File: src/rtl/axi_cfg_regfile.sv
// AXI4 responder exposing a bank of 64-bit configuration registers to the CGRA datapath.
// Independent write and read engines, one transaction each in flight; CTRL bit0 issues a start pulse.
module axi_cfg_regfile #(
  parameter int                    ADDR_WIDTH = 64,
  parameter int                    DATA_WIDTH = 64,
  parameter int                    ID_WIDTH   = 5,
  parameter int                    NUM_REGS   = 16,
  parameter logic [ADDR_WIDTH-1:0] BASE_ADDR  = 64'h5000_0000
) (
  input  logic                           clk_i,
  input  logic                           rst_i,
  input  logic [ID_WIDTH-1:0]            aw_id_i,
  input  logic [ADDR_WIDTH-1:0]          aw_addr_i,
  input  logic [7:0]                     aw_len_i,
  input  logic [2:0]                     aw_size_i,
  input  logic [1:0]                     aw_burst_i,
  input  logic                           aw_valid_i,
  output logic                           aw_ready_o,
  input  logic [DATA_WIDTH-1:0]          w_data_i,
  input  logic [DATA_WIDTH/8-1:0]        w_strb_i,
  input  logic                           w_last_i,
  input  logic                           w_valid_i,
  output logic                           w_ready_o,
  output logic [ID_WIDTH-1:0]            b_id_o,
  output logic [1:0]                     b_resp_o,
  output logic                           b_valid_o,
  input  logic                           b_ready_i,
  input  logic [ID_WIDTH-1:0]            ar_id_i,
  input  logic [ADDR_WIDTH-1:0]          ar_addr_i,
  input  logic [7:0]                     ar_len_i,
  input  logic [2:0]                     ar_size_i,
  input  logic [1:0]                     ar_burst_i,
  input  logic                           ar_valid_i,
  output logic                           ar_ready_o,
  output logic [ID_WIDTH-1:0]            r_id_o,
  output logic [DATA_WIDTH-1:0]          r_data_o,
  output logic [1:0]                     r_resp_o,
  output logic                           r_last_o,
  output logic                           r_valid_o,
  input  logic                           r_ready_i,
  output logic [NUM_REGS*DATA_WIDTH-1:0] regs_o,
  input  logic [DATA_WIDTH-1:0]          status_i,
  output logic                           start_o
);

  localparam int                    IDX_W        = $clog2(NUM_REGS);
  localparam int                    STRB_W       = DATA_WIDTH / 8;
  localparam logic [IDX_W-1:0]      CTRL_IDX     = IDX_W'(10);
  localparam logic [IDX_W-1:0]      STATUS_IDX   = IDX_W'(11);
  localparam logic [ADDR_WIDTH-1:0] REGION_BYTES = ADDR_WIDTH'(NUM_REGS * 8);
  localparam logic [ADDR_WIDTH-1:0] BEAT_BYTES   = ADDR_WIDTH'(8);
  localparam logic [1:0]            BURST_FIXED  = 2'b00;
  localparam logic [1:0]            RESP_OKAY    = 2'b00;
  localparam logic [1:0]            RESP_SLVERR  = 2'b10;

  typedef enum logic [1:0] {
    W_IDLE = 2'd0,
    W_DATA = 2'd1,
    W_RESP = 2'd2
  } wstate_e;

  typedef enum logic {
    R_IDLE = 1'b0,
    R_DATA = 1'b1
  } rstate_e;

  logic [DATA_WIDTH-1:0] regs_q [NUM_REGS];

  wstate_e               wstate_q, wstate_d;
  logic [ID_WIDTH-1:0]   wid_q;
  logic [ADDR_WIDTH-1:0] waddr_q;
  logic [1:0]            wburst_q;
  logic                  werr_q;
  logic [1:0]            bresp_q;
  logic                  start_q;

  rstate_e               rstate_q, rstate_d;
  logic [ID_WIDTH-1:0]   rid_q;
  logic [ADDR_WIDTH-1:0] raddr_q;
  logic [1:0]            rburst_q;
  logic [7:0]            rlen_q;
  logic [7:0]            rbeat_q;
  logic [DATA_WIDTH-1:0] rdata_q;
  logic [1:0]            rresp_q;
  logic                  rlast_q;

  logic                  aw_hs_s, w_hs_s, ar_hs_s, r_hs_s;
  logic [ADDR_WIDTH-1:0] w_off_s, w_next_addr_s;
  logic                  w_ok_s, wr_en_s;
  logic [IDX_W-1:0]      w_idx_s;
  logic [DATA_WIDTH-1:0] wr_merged_s;
  logic [ADDR_WIDTH-1:0] r_next_addr_s, rd_src_addr_s, rd_off_s;
  logic                  rd_ok_s;
  logic [IDX_W-1:0]      rd_idx_s;
  logic [DATA_WIDTH-1:0] rd_val_s;
  logic                  unused_s;

  // Length and size are not needed: w_last terminates writes, beats are always 8 bytes.
  assign unused_s = ^{aw_len_i, aw_size_i, ar_size_i};

  assign aw_ready_o = (wstate_q == W_IDLE) && !rst_i;
  assign w_ready_o  = (wstate_q == W_DATA) && !rst_i;
  assign b_valid_o  = (wstate_q == W_RESP);
  assign b_id_o     = wid_q;
  assign b_resp_o   = bresp_q;
  assign start_o    = start_q;

  assign ar_ready_o = (rstate_q == R_IDLE) && !rst_i;
  assign r_valid_o  = (rstate_q == R_DATA);
  assign r_id_o     = rid_q;
  assign r_data_o   = rdata_q;
  assign r_resp_o   = rresp_q;
  assign r_last_o   = rlast_q && (rstate_q == R_DATA);

  assign aw_hs_s = aw_valid_i && aw_ready_o;
  assign w_hs_s  = w_valid_i && w_ready_o;
  assign ar_hs_s = ar_valid_i && ar_ready_o;
  assign r_hs_s  = r_valid_o && r_ready_i;

  assign w_off_s       = waddr_q - BASE_ADDR;
  assign w_ok_s        = (waddr_q >= BASE_ADDR) && (w_off_s < REGION_BYTES);
  assign w_idx_s       = w_off_s[3 +: IDX_W];
  assign w_next_addr_s = (wburst_q == BURST_FIXED) ? waddr_q : (waddr_q + BEAT_BYTES);
  assign wr_en_s       = w_hs_s && w_ok_s && (w_idx_s != STATUS_IDX);

  genvar gi;
  for (gi = 0; gi < NUM_REGS; gi++) begin : g_regs_out
    assign regs_o[gi*DATA_WIDTH +: DATA_WIDTH] = regs_q[gi];
  end

  // Byte-lane merge of the current write beat; CTRL bit0 is a trigger and never stored.
  always_comb begin
    wr_merged_s = regs_q[w_idx_s];
    for (int b = 0; b < STRB_W; b++) begin
      if (w_strb_i[b]) begin
        wr_merged_s[8*b +: 8] = w_data_i[8*b +: 8];
      end else begin
        wr_merged_s[8*b +: 8] = regs_q[w_idx_s][8*b +: 8];
      end
    end
    wr_merged_s[0] = wr_merged_s[0] && (w_idx_s != CTRL_IDX);
  end

  // Write engine next state.
  always_comb begin
    wstate_d = wstate_q;
    case (wstate_q)
      W_IDLE: begin
        if (aw_hs_s) wstate_d = W_DATA;
        else         wstate_d = W_IDLE;
      end
      W_DATA: begin
        if (w_hs_s && w_last_i) wstate_d = W_RESP;
        else                    wstate_d = W_DATA;
      end
      W_RESP: begin
        if (b_ready_i) wstate_d = W_IDLE;
        else           wstate_d = W_RESP;
      end
      default: wstate_d = W_IDLE;
    endcase
  end

  // Write engine state, latched AW fields, sticky error and start pulse.
  always_ff @(posedge clk_i or posedge rst_i) begin
    if (rst_i) begin
      wstate_q <= W_IDLE;
      wid_q    <= '0;
      waddr_q  <= '0;
      wburst_q <= 2'b00;
      werr_q   <= 1'b0;
      bresp_q  <= RESP_OKAY;
      start_q  <= 1'b0;
    end else begin
      wstate_q <= wstate_d;
      start_q  <= w_hs_s && w_ok_s && (w_idx_s == CTRL_IDX) && w_strb_i[0] && w_data_i[0];
      if (aw_hs_s) begin
        wid_q    <= aw_id_i;
        waddr_q  <= aw_addr_i;
        wburst_q <= aw_burst_i;
        werr_q   <= 1'b0;
      end else if (w_hs_s) begin
        waddr_q <= w_next_addr_s;
        werr_q  <= werr_q || !w_ok_s;
        if (w_last_i) begin
          bresp_q <= (werr_q || !w_ok_s) ? RESP_SLVERR : RESP_OKAY;
        end
      end
    end
  end

  // Register bank storage.
  always_ff @(posedge clk_i or posedge rst_i) begin
    if (rst_i) begin
      for (int i = 0; i < NUM_REGS; i++) begin
        regs_q[i] <= '0;
      end
    end else if (wr_en_s) begin
      regs_q[w_idx_s] <= wr_merged_s;
    end
  end

  // The beat being launched comes from AR when idle, else from the advanced burst address.
  assign r_next_addr_s = (rburst_q == BURST_FIXED) ? raddr_q : (raddr_q + BEAT_BYTES);
  assign rd_src_addr_s = (rstate_q == R_IDLE) ? ar_addr_i : r_next_addr_s;
  assign rd_off_s      = rd_src_addr_s - BASE_ADDR;
  assign rd_ok_s       = (rd_src_addr_s >= BASE_ADDR) && (rd_off_s < REGION_BYTES);
  assign rd_idx_s      = rd_off_s[3 +: IDX_W];

  // Read data source for the launching beat.
  always_comb begin
    rd_val_s = '0;
    if (!rd_ok_s) begin
      rd_val_s = '0;
    end else if (rd_idx_s == STATUS_IDX) begin
      rd_val_s = status_i;
    end else begin
      rd_val_s = regs_q[rd_idx_s];
    end
  end

  // Read engine next state.
  always_comb begin
    rstate_d = rstate_q;
    case (rstate_q)
      R_IDLE: begin
        if (ar_hs_s) rstate_d = R_DATA;
        else         rstate_d = R_IDLE;
      end
      R_DATA: begin
        if (r_hs_s && rlast_q) rstate_d = R_IDLE;
        else                   rstate_d = R_DATA;
      end
      default: rstate_d = R_IDLE;
    endcase
  end

  // Read engine state and registered R payload, held while r_ready is low.
  always_ff @(posedge clk_i or posedge rst_i) begin
    if (rst_i) begin
      rstate_q <= R_IDLE;
      rid_q    <= '0;
      raddr_q  <= '0;
      rburst_q <= 2'b00;
      rlen_q   <= 8'd0;
      rbeat_q  <= 8'd0;
      rdata_q  <= '0;
      rresp_q  <= RESP_OKAY;
      rlast_q  <= 1'b0;
    end else begin
      rstate_q <= rstate_d;
      if (ar_hs_s) begin
        rid_q    <= ar_id_i;
        raddr_q  <= ar_addr_i;
        rburst_q <= ar_burst_i;
        rlen_q   <= ar_len_i;
        rbeat_q  <= 8'd0;
        rdata_q  <= rd_val_s;
        rresp_q  <= rd_ok_s ? RESP_OKAY : RESP_SLVERR;
        rlast_q  <= (ar_len_i == 8'd0);
      end else if (r_hs_s && !rlast_q) begin
        raddr_q <= rd_src_addr_s;
        rbeat_q <= rbeat_q + 8'd1;
        rdata_q <= rd_val_s;
        rresp_q <= rd_ok_s ? RESP_OKAY : RESP_SLVERR;
        rlast_q <= ((rbeat_q + 8'd1) == rlen_q);
      end
    end
  end

endmodule

File: config.mk
export PLATFORM = sky130hd
export DESIGN_NAME = axi_cfg_regfile
export DESIGN_NICKNAME = d
export VERILOG_FILES = /design/src/rtl/axi_cfg_regfile.sv
export SDC_FILE = /design/constraint.sdc
export NUM_CORES = 2
export LEC_CHECK = 0
export ABC_CLOCK_PERIOD_IN_PS = 131800
export CAP_MARGIN = 40
export CELL_PAD_IN_SITES_DETAIL_PLACEMENT = 0
export CELL_PAD_IN_SITES_GLOBAL_PLACEMENT = 1
export CORE_AREA = 2 2 556 558
export DETAILED_ROUTE_END_ITERATION = 7
export DIE_AREA = 0 0 558 560
export PLACE_DENSITY = 0.54
export SYNTH_ARGS = -nofsm -noshare
export SYNTH_HDL_FRONTEND = slang
export SYNTH_SLANG_ARGS = --single-unit
File: constraint.sdc
create_clock -name clk_i -period 131.8 [get_ports clk_i]
set_input_delay 26.36 -clock clk_i [delete_from_list [all_inputs] [get_ports clk_i]]
set_output_delay 26.36 -clock clk_i [all_outputs]
set_load 0.005 [all_outputs]
==> flow_summary.yaml <==
status:
  status: "complete, no violations"
floorplanning:
  core_area_um2: 307000
  initial_utilization: 0.228
  rows: 204
  ioPinCount: 1417
  fp.dieW_um: 558
  dieArea_um2: 312000
  die_h_um: 560
setup_path:
  cp_data_arrival_time_ns: 27.94
  path_class: "input pin to primary output"
  critPathCapture: "w_ready_o"
  cp-start-kind: "input pin"
  cp-startpoint: "rst_i"
  reg2reg_setup_slack_ns: 124.94
  crit_required_ns: 105.44
  reg2reg_depth: 12
  reg2reg_to: "r_data_o[53]"
  reg2reg_from: "raddr_q[6]"
  critPathMaxFanout: 3
  cp-end-kind: "primary output"
yosys:
  synth_edf_count: 0
  netlist_area_um2: 70100
  ys_ff_latch: 1248
  async_reset_ff_frac: 1.00
  avgSynthCellArea_um2: 10.8
  yosysSeqAreaShare: 0.446
  yosysTopAreaCellShare: 0.446
  synth_top_area_cell: "dfrtp_1"
  synthFlopType: "dfrtp_1"
  syn_inst: 6458
  ys_warn_count: 0
  ys_types: 84
  synthTopCellsByArea: "dfrtp_1 45%, mux2_2 16%, mux4_2 10%"
detailed_routing:
  antenna_left: 0
  via_count: 62700
  routed_via_density: 5.31
  drt_first_pass_iters: 6
  drc: 0
  routedWlPerCell_um: 35.2
  first_iter_violations: 6069
  totalWireLength_um: 415000
final_layout:
  layout_commonest_cell: "nand2_1"
  drive_above_1_share: 0.235
  multi_input_area_um2: 35900
  areaGrowthSynthToFinish_pct: 34.6
  layout.nets: 7848
  final.fill_count: 31500
  fin_cells: 11800
  seq_area_um2: 31200
  layout_common_cells: "1396 x nand2_1, 1393 x clkdlybuf4s50_1, 1244 x dfrtp_1"
pwr:
  p_leak_nw: 38.0
  powerDensity_nw_per_um2: 16.5
  peakVddDrop_mv: 0.0154
  finalPower_w: 0.00155
sta:
  setup_tns_ns: 0
  tightestPinTransition_ns: 1.15
  final-max-slew-violation-count: 0
  finalCritPeriodShare: 0.412
  slew_headroom: 0.231
  final.setup_skew_ns: 0.0881
  rsz0062_at_grt: "false"
  finalSetupViolations: 0
  hold_viol: 0
  max_freq_mhz: 18.4
  post-route-min-period_ns: 54.30
clock_tree:
  clock_latency_ns: 0.86
  post-cts-setup-buffers: 0
  hold_buffers: 0
  cts_sinks: 1248
  cts_max_path_buffers: 4
  ctsResizeCount: 0
  cts-htree-levels: 4
  cts-buffers-inserted: 171
  clkTransAtPathRegs_ns: 0.06
  root_buffer: "clkbuf_16"
  cts_tree: "yes"
hold_path:
  worstHoldPathType: "flop to flop"
  worstHoldStart: "regs_o[743]"
global_routing:
  grt_antenna_before_repair: 61
  grt_util_all_layers: 0.257
  grt_first_pass_wirelength_um: 562000
  overflow: 0
  grt_pass1_vias: 61700
  grt_max_degree: 150
placement:
  place.gp.congestion: 0.880
  dpl.cell_count: 11500
  io_buffers: 1394
  hpwl_um: 297000
job:
  maxCapViolations: 0
==> critical path, stage by stage <==
cell	delay [ns]
buf_2	0.27
buf_12	0.24
nor2_1	0.42
clkdlybuf4s50_1	0.61
==> where the power goes <==
part           leakage (nW)  total (W)  internal [W]  switching [W]
combinational          18.0   0.000617      0.000179       0.000439
sequential             17.2   0.000449      0.000406      0.0000440
clock                  2.82   0.000486      0.000289       0.000197
==> stage by stage <==
step | utilization | area, µm² | hold slack, ns | setup slack, ns
finish | 0.307 | 94300 | 0.417 | 77.50
global route | 0.307 | 94300 | 0.439 | 77.55
CTS | 0.307 | 94200 | 0.423 | 77.49
detailed placement | 0.288 | 88500 | 0.410 | 77.49
global placement | 0.285 | 87500 | 0.408 | 77.33
floorplan | - | 70100 | 0.464 | 70.27
==> state kept, by name (all words and copies together) (netlist names) <==
register,cells
b_id_o,5
b_resp_o,1
r_data_o,64
r_id_o,5
r_resp_o,1
r_valid_o,1
raddr_q,61
rbeat_q,8
rburst_q,2
regs_o,1024
rlast_q,1
rlen_q,8
start_o,1
waddr_q,61
wburst_q,2
werr_q,1
wstate_q,2
==> layer usage <==
metal  track usage  vias to the layer above  share of wire
li1              -                    25900              -
met1         0.326                    33100           0.40
met2         0.402                     2982           0.45
met3        0.0758                      667          0.093
met4         0.116                       26          0.050
met5             0                        -        0.00042
==> synth_stat cells, types with 15 or more instances <==
cell,number
a21oi_1,92
a22oi_1,47
a311oi_1,256
a31oi_1,16
and2_1,15
and3_1,157
buf_1,70
buf_2,69
buf_6,55
clkbuf_1,476
dfrtp_1,1248
inv_1,27
mux2_1,62
mux2_2,970
mux4_2,320
nand2_1,1396
nand3_1,302
nand4_1,119
nor2_1,95
nor3_1,41
nor4_1,57
o21ai_0,136
o21ai_1,52
o31a_1,66
or4_1,34
xnor2_1,55
xor2_1,56
==> worst min path at each step <==
stage,to,slack [ns],cells past startpoint
after global placement,regs_o[758],0.41,0
after floorplan,werr_q,0.46,2
after global routing,regs_o[751],0.44,0
after CTS,regs_o[743],0.42,0
after detailed placement,regs_o[743],0.41,0
final,regs_o[743],0.42,0
==> area by class of cell <==
type                    count  area share
multi-input cells        4508       0.381
flip-flops and latches   1248       0.331
repair buffers           1576       0.171
well taps                4120      0.0547
clock buffers             250      0.0535
clock inverters            52     0.00718
inverters                  29     0.00131
diodes                     25    0.000664
==> cell families (layout without fill, tap and decap cells) <==
group | count (synthesis) | in the layout | share of synthesized area
DFF | 1248 | 1248 | 0.446
other | 1 | 27 | 0.0000535
AOI/OAI and AO/OA | 744 | 744 | 0.0768
and+or+nand+nor | 2282 | 2282 | 0.147
muxes | 1363 | 1363 | 0.270
adders and majority gates | 6 | 6 | 0.00107
buffers and inverters | 703 | 1907 | 0.0450
xor gates and xnor gates | 111 | 111 | 0.0139
Note: power is estimated with default switching activity, not from simulation.
